[config.mk]
export PLATFORM = sky130hd
export DESIGN_NAME = tick_scheduler
export DESIGN_NICKNAME = d
export VERILOG_FILES = /design/src/rtl/tick_sched_pkg.sv /design/src/rtl/tick_prescaler.sv /design/src/rtl/tick_scheduler.sv
export SDC_FILE = /design/constraint.sdc
export NUM_CORES = 1
export LEC_CHECK = 0
export CAP_MARGIN = 0
export CELL_PAD_IN_SITES_DETAIL_PLACEMENT = 2
export CELL_PAD_IN_SITES_GLOBAL_PLACEMENT = 2
export CORE_MARGIN = 5
export CORE_UTILIZATION = 39
export CTS_CLUSTER_DIAMETER = 150
export DETAILED_ROUTE_END_ITERATION = 10
export GPL_TIMING_DRIVEN = 0
export PLACE_DENSITY_LB_ADDON = 0.1
export SLEW_MARGIN = 20
export SYNTH_ARGS = -nofsm -noshare
export SYNTH_HDL_FRONTEND = slang
export SYNTH_SLANG_ARGS = --single-unit
[constraint.sdc]
create_clock -name i_CLK -period 3.9 [get_ports i_CLK]
set_input_delay 0.78 -clock i_CLK [delete_from_list [all_inputs] [get_ports i_CLK]]
set_output_delay 0.78 -clock i_CLK [all_outputs]
set_load 0.1 [all_outputs]
[src/rtl/tick_sched_pkg.sv]
// Shared constants and types for the tick scheduler: channel modes, channel
// states and the default prescale ratio (100 MHz -> 1 ms base tick).
package tick_sched_pkg;

  localparam int DEFAULT_CLK_RATIO = 100000;

  localparam logic MODE_ONESHOT  = 1'b0;
  localparam logic MODE_PERIODIC = 1'b1;

  typedef enum logic {
    IDLE = 1'b0,
    RUN  = 1'b1
  } ch_state_t;

  // Channel index width for a given channel count, never less than one bit.
  function automatic int ch_idx_width(input int n_ch);
    int w;
    w = $clog2(n_ch);
    if (w < 1) begin
      w = 1;
    end else begin
      w = w;
    end
    return w;
  endfunction

endpackage

[src/rtl/tick_prescaler.sv]
// Free-running divider of i_CLK producing a single-cycle base-tick enable.
// It never generates a clock; the count freezes while i_PAUSE is high.
module tick_prescaler
  import tick_sched_pkg::*;
#(
  parameter int CLK_RATIO = DEFAULT_CLK_RATIO
) (
  input  logic i_CLK,
  input  logic i_RST,
  input  logic i_PAUSE,
  output logic o_TICK
);

  localparam int PW = (CLK_RATIO > 2) ? $clog2(CLK_RATIO) : 1;
  localparam logic [PW-1:0] LAST = PW'(CLK_RATIO - 1);

  logic [PW-1:0] count_r;
  logic [PW-1:0] count_s;

  // Next prescaler count: hold on pause, wrap after the last phase.
  always_comb begin
    count_s = count_r;
    if (i_PAUSE) begin
      count_s = count_r;
    end else if (count_r == LAST) begin
      count_s = '0;
    end else begin
      count_s = count_r + PW'(1);
    end
  end

  // Prescaler count register.
  always_ff @(posedge i_CLK) begin
    if (i_RST) begin
      count_r <= '0;
    end else begin
      count_r <= count_s;
    end
  end

  // Tick is qualified by the live pause/reset inputs so it drops in the same cycle.
  assign o_TICK = !i_RST && !i_PAUSE && (count_r == LAST);

endmodule

[src/rtl/tick_scheduler.sv]
// Multi-channel countdown scheduler driven by one shared base-tick enable.
// Each channel counts base ticks and emits a one-cycle expiry pulse.
module tick_scheduler
  import tick_sched_pkg::*;
#(
  parameter int CLK_RATIO = DEFAULT_CLK_RATIO,
  parameter int N_CH      = 4,
  parameter int CNT_W     = 16,
  parameter int CH_W      = 2
) (
  input  logic             i_CLK,
  input  logic             i_RST,
  input  logic             i_PAUSE,
  input  logic             i_CFG_WE,
  input  logic [CH_W-1:0]  i_CFG_CH,
  input  logic [CNT_W-1:0] i_CFG_PERIOD,
  input  logic             i_CFG_MODE,
  input  logic             i_CFG_START,
  output logic             o_TICK,
  output logic [N_CH-1:0]  o_EXPIRE,
  output logic [N_CH-1:0]  o_BUSY,
  output logic             o_CFG_ERR
);

  logic        tick_s;
  logic [31:0] ch_ext_s;
  logic        ch_valid_s;
  logic        reject_s;
  logic        accept_s;
  logic        err_r;

  tick_prescaler #(
    .CLK_RATIO(CLK_RATIO)
  ) u_prescaler (
    .i_CLK  (i_CLK),
    .i_RST  (i_RST),
    .i_PAUSE(i_PAUSE),
    .o_TICK (tick_s)
  );

  assign o_TICK     = tick_s;
  assign ch_ext_s   = 32'(i_CFG_CH);
  assign ch_valid_s = (ch_ext_s < 32'(N_CH));
  // Starting with a zero period would never expire, so it is refused like a bad index.
  assign reject_s   = i_CFG_WE && (!ch_valid_s || (i_CFG_START && (i_CFG_PERIOD == '0)));
  assign accept_s   = i_CFG_WE && !reject_s;

  // Error pulse register, one cycle after a refused write.
  always_ff @(posedge i_CLK) begin
    if (i_RST) begin
      err_r <= 1'b0;
    end else begin
      err_r <= reject_s;
    end
  end

  assign o_CFG_ERR = err_r;

  for (genvar k = 0; k < N_CH; k++) begin : g_ch
    logic             hit_s;
    ch_state_t        state_r;
    ch_state_t        state_s;
    logic [CNT_W-1:0] period_r;
    logic [CNT_W-1:0] period_s;
    logic [CNT_W-1:0] remain_r;
    logic [CNT_W-1:0] remain_s;
    logic             mode_r;
    logic             mode_s;
    logic             expire_r;
    logic             expire_s;

    assign hit_s = accept_s && (ch_ext_s == 32'(k));

    // Channel next state: an accepted write wins over a coincident tick.
    always_comb begin
      state_s  = state_r;
      period_s = period_r;
      remain_s = remain_r;
      mode_s   = mode_r;
      expire_s = 1'b0;
      if (hit_s) begin
        period_s = i_CFG_PERIOD;
        mode_s   = i_CFG_MODE;
        if (i_CFG_START) begin
          state_s  = RUN;
          remain_s = i_CFG_PERIOD;
        end else begin
          state_s  = IDLE;
          remain_s = '0;
        end
      end else begin
        case (state_r)
          RUN: begin
            if (!tick_s) begin
              remain_s = remain_r;
            end else if (remain_r <= CNT_W'(1)) begin
              expire_s = 1'b1;
              if (mode_r == MODE_PERIODIC) begin
                remain_s = period_r;
              end else begin
                state_s  = IDLE;
                remain_s = '0;
              end
            end else begin
              remain_s = remain_r - CNT_W'(1);
            end
          end
          IDLE: begin
            remain_s = remain_r;
          end
          default: begin
            state_s  = IDLE;
            remain_s = '0;
          end
        endcase
      end
    end

    // Channel registers, including the registered expiry pulse.
    always_ff @(posedge i_CLK) begin
      if (i_RST) begin
        state_r  <= IDLE;
        period_r <= '0;
        remain_r <= '0;
        mode_r   <= MODE_ONESHOT;
        expire_r <= 1'b0;
      end else begin
        state_r  <= state_s;
        period_r <= period_s;
        remain_r <= remain_s;
        mode_r   <= mode_s;
        expire_r <= expire_s;
      end
    end

    assign o_BUSY[k]   = (state_r == RUN);
    assign o_EXPIRE[k] = expire_r;
  end

endmodule

; ---- Word-level counts from Yosys, hierarchy flattened
; Index checks and enable logic that the tools add are counted.
[totals]
regBits = 158
out_inout_bits = 10
latchBits = 0
rom_bits = 0
n_memories = 0
in_bits = 24
mem_bits_rw = 0
[classes]
eq_ne = 12
shift = 0
n_reduce_logical = 24
n_mux = 47
bitwise = 5
n_div = 0
n_addsub = 5
multipliers = 0
order_cmp = 5
[ops]
columns = cell, n
row1 = $mux 16, 21
row2 = $le 16x1->1 const B, 4
row3 = $sub 16x1->16 const B, 4
row4 = $logic_not 32->1, 1
row5 = $mux 1, 25
row6 = $add 17x1->17 const B, 1
row7 = $eq 17x17->1 const B, 1
row8 = $mux 17, 1
row9 = $logic_not 16->1, 1
row10 = $reduce_or 4->1, 4
row11 = $ne 3x3->1 const B, 4
row12 = $logic_and 1x1->1, 9
row13 = $ne 2x2->1 const B, 4
row14 = $reduce_and 2->1, 4
row15 = $not 1->1, 5
row16 = $eq 2x2->1 const B, 2
row17 = $logic_not 1->1, 4
row18 = $lt 2x3->1 const B, 1
row19 = $eq 2x1->1 const B, 1
row20 = $logic_or 1x1->1, 1

; ---- Depth between registers and ports, before layout
[logic_depth]
depth_word = 9
mapped_depth = 9

; ---- Hierarchy
; From an unflattened synthesis, not the netlist that was laid out.
[unflattened]
hier_cells = 1112
hier_area_um2 = 8403.1
[modules_own_cells]
columns = mod, seq_area_each_um2, instances, cells_per_inst, area_per_inst_um2
row1 = tick_scheduler, 2822.7, 1, 1015, 7548.5
row2 = tick_prescaler, 340.3, 1, 97, 854.6

; ---- Worst setup path after synthesis
; No wires, ideal clock.
[synth_path]
path_kind = input -> output
from = input i_PAUSE
to = output o_TICK
path_buffers = 0
path_slack_ps = 941
required_time_ps = 3120
arrival_time_ps = 2179
stages = 4
path_cell_list = nand4b_1 > nor4_2 > nand2_1 > inv_1
[synth_via]
elab_chain_len = 3
[synth_lines]
columns = item, line_no
row1 = from (decl), tick_scheduler.sv:13  ; input logic i_PAUSE,
row2 = $logic_not 1->1, tick_prescaler.sv:42  ; assign o_TICK = !i_RST && !i_PAUSE && (count_r == LAST);
row3 = $logic_and 1x1->1 (2 in series), tick_prescaler.sv:42
row4 = to (decl), tick_scheduler.sv:19  ; output logic o_TICK,
; Every way passes these cells.

; ---- Worst setup path in the final report
[layout_path]
from = register u_prescaler.count_r[7]
to = output o_TICK
[layout_via]
elab_chain_len = 2
[layout_lines]
columns = item, line_no
row1 = from (decl), tick_prescaler.sv:17  ; logic [PW-1:0] count_r;
row2 = from (signal assigned), tick_prescaler.sv:37  ; count_r <= count_s;
row3 = $eq 17x17->1, tick_prescaler.sv:42
row4 = $logic_and 1x1->1, tick_prescaler.sv:42
; Every way passes these cells.

==> key figures <==
Pwr
  • Max IR drop VDD: 226.2 uV
  • Power per standard cell area: 423.6 nW/um^2
  • Power, Total: 4.176 mW
  • Leakage power: 3.487 nW

Critical path
  • Worst R2R End: g_ch[1].state_r
  • CP startpoint kind: register
  • R2R depth: 8
  • R2r startpoint: g_ch[1].remain_r[0]
  • Reg2Reg Setup Slack: 0.77 ns
  • Critical Path RT: 3.12 ns
  • Critical path, cell by cell: nor4b_2 -> and3b_1 -> clkbuf_1 -> nand2_1 -> inv_1 -> buf_2
  • WS Path Type: register to output pin
  • Crit. End Element: output pin
  • Critical path's largest stage delay: 0.45 ns
  • WP data arrival: 2.89 ns
  • Peak fanout along the critical path: 7
  • Worst path slowest cell: buf_2

Routing
  • Vias/cell: 6.303
  • Post-DRT Antenna Nets: 0
  • Avg WL per Cell: 26.01 um
  • Initial detailed-routing violation count: 778
  • DRC Markers: 0
  • Vias: 9297
  • TritonRoute pass-1 iters: 5
  • Final wirelength: 38370 um

Yosys
  • Post-synth top area share: 0.3663
  • Share of flip-flops with an asynchronous set or reset: 0
  • Synth Instances: 1133
  • Synth Register Bits: 158
  • EDFF count, synth: 0
  • Syn Area/Cell: 7.621 um^2
  • Synth warn: 0
  • Post-synthesis cell area: 8635 um^2
  • Leading area contributor after synthesis: dfxtp_1
  • Top FF cell, synth: dfxtp_1
  • Sequential area share after synthesis: 0.3663
  • Mapped Nets: 1166
  • Largest cells by area after synthesis: dfxtp_1 (37%), nand2_1 (9.7%), a21oi_1 (8.0%)
  • Unique masters post-synth: 77

Clock tree
  • Clock transition at path regs: 0.07 ns
  • CTS Hold Bufs: 0
  • CTS Buffer Depth: 2
  • Worst skew pair latency: 0.46 ns
  • TritonCTS clock tree: yes
  • CTS Root Buffer Type: clkbuf_16
  • CTS H-Tree Depth: 4
  • Clock sink count: 158
  • TritonCTS buffer count: 17

STA
  • Fmax achieved: 0.2725 GHz
  • Actual slew at the worst max-slew pin: 1.081 ns
  • Final Hold Viols: 0
  • Setup violators final: 0
  • Slew HR: 0.2791
  • Setup Skew: 0.01291 ns
  • Unrepaired setup endpoints after global routing: false
  • Fin crit share: 0.9410
  • Fin crit period: 3.670 ns
  • Final slew viol count: 0

GRT
  • Initial antenna violation count: 0
  • Overflow after GRT: 0
  • First-pass GRT wire length: 58750 um
  • Largest net degree at the start of global routing: 17
  • Vias in the first global route: 9755
  • GRT Total Usage: 0.2970

Final layout
  • Area growth from synthesis to layout: 14.16%
  • Ant. Diodes: 0
  • Util after Layout: 0.4517
  • Layout Nets: 1215
  • Commonest non-fill, non-tap cell in the layout: nand2_1
  • Commonest non-fill, non-tap cells in the layout: nand2_1 (223), dfxtp_1 (158), a21oi_1 (138)
  • Share of post-route cells with drive strength above 1: 0.07448

Floorplanning
  • Initial Util: 0.3957
  • Die height: 158.8 um
  • Core Region: 21820 um^2
  • Die area: 25220 um^2
  • FP Rows: 54
  • Die width: 158.8 um
  • IO Count: 34

Hold path
  • Hold path depth: 2
  • Hold endpoint: g_ch[2].period_r[10]
  • Tightest Hold Check Type: register to register
  • Min-delay src: g_ch[2].period_r[10]

Place
  • Hpwl dp: 26000 um
  • GP Congestion: 0.8852
  • IO Port Bufs: 29

Flow run
  • Max-cap violations: 0

Status
  • Status: finished clean
[area by class of cell]
type | instances | area [um^2]
clock inverters | 12 | 101.3
plain buffers | 89 | 394.1
repair buffers | 30 | 292.8
clock buffers | 20 | 456.7
inverters | 20 | 75.07
well taps | 280 | 350.3
flip-flops and latches | 158 | 3163
fillers | 2534 | 11970
multi-input cells | 866 | 5024
[metal layers]
metal	share of wire	global-route usage	vias to the layer above	wire, um
li1	-	-	4184	-
met1	0.44	0.3903	4697	16760
met2	0.47	0.4808	317	17850
met3	0.058	0.05625	99	2222
met4	0.040	0.1193	0	1529
met5	0	0	-	0
[cell families (layout without fill, tap and decap cells)]
group           Yosys count  after routing  synth area share
simple gates            469            469            0.2658
xor+xnor                 43             43           0.04362
buf+inv                 109            171           0.05434
mux                      16             16           0.01855
flops                   158            158            0.3663
fa+ha+maj                 9              9           0.01304
compound gates          329            329            0.2384
[critical path, delay by kind of cell (launching register included)]
family	cells	cell delay, ns
buffers and inverters	3	1.03
and+or+nand+nor	3	0.98
DFF	1	0.43
[cells in the mapped netlist, types with 20 or more instances]
cell type and count:
clkbuf_1 62, inv_1 20, xnor2_1 22, nand3_1 33
dfxtp_1 158, o21ai_0 34, nor2_1 77, a31oi_1 27
a21oi_1 138, nand2_1 223, nor3_1 28, xor2_1 21
[registers in the layout, summed over array words and instances, names as in the netlist]
name,cells
g_ch.remain_r,64
g_ch.period_r,64
g_ch.expire_r,4
g_ch.state_r,4
o_CFG_ERR,1
g_ch.mode_r,4
u_prescaler.count_r,17
[power breakdown]
part           switching (mW)  internal (mW)
registers              0.0494           1.66
clock network           0.790          0.863
logic                   0.543          0.268
total                    1.38           2.79
[timing repair]
item | CTS | global route
pin swaps | 1 | 0
gates cloned | 0 | 0
setup buffers | 1 | 0
endpoints found under the setup margin | 1 | 1
resized for setup | 5 | 1
[through the flow]
stage                     setup slack, ns  hold WS (ns)  instance area (um^2)  std cells  setup TNS [ns]
after floorplan                    0.9408        0.4321                  8635       1133               0
after global placement             -1.143        0.4423                  9275       1442          -1.512
after detailed placement           -1.217        0.4508                  9288       1442          -1.510
after CTS                          0.1144        0.4609                  9862       1475               0
after global routing              0.08718        0.4785                  9857       1475               0
final                              0.2301        0.4565                  9857       1475               0
[worst max-delay path by stage]
stage | start | endpoint | cells after the start
final | u_prescaler.count_r[7] | o_TICK | 6
after global routing | u_prescaler.count_r[7] | o_TICK | 6
after CTS | i_PAUSE | o_TICK | 6
after detailed placement | i_PAUSE | o_TICK | 6
after global placement | i_PAUSE | o_TICK | 6
after floorplan | i_PAUSE | o_TICK | 4
(Power assumes the default switching activity.)
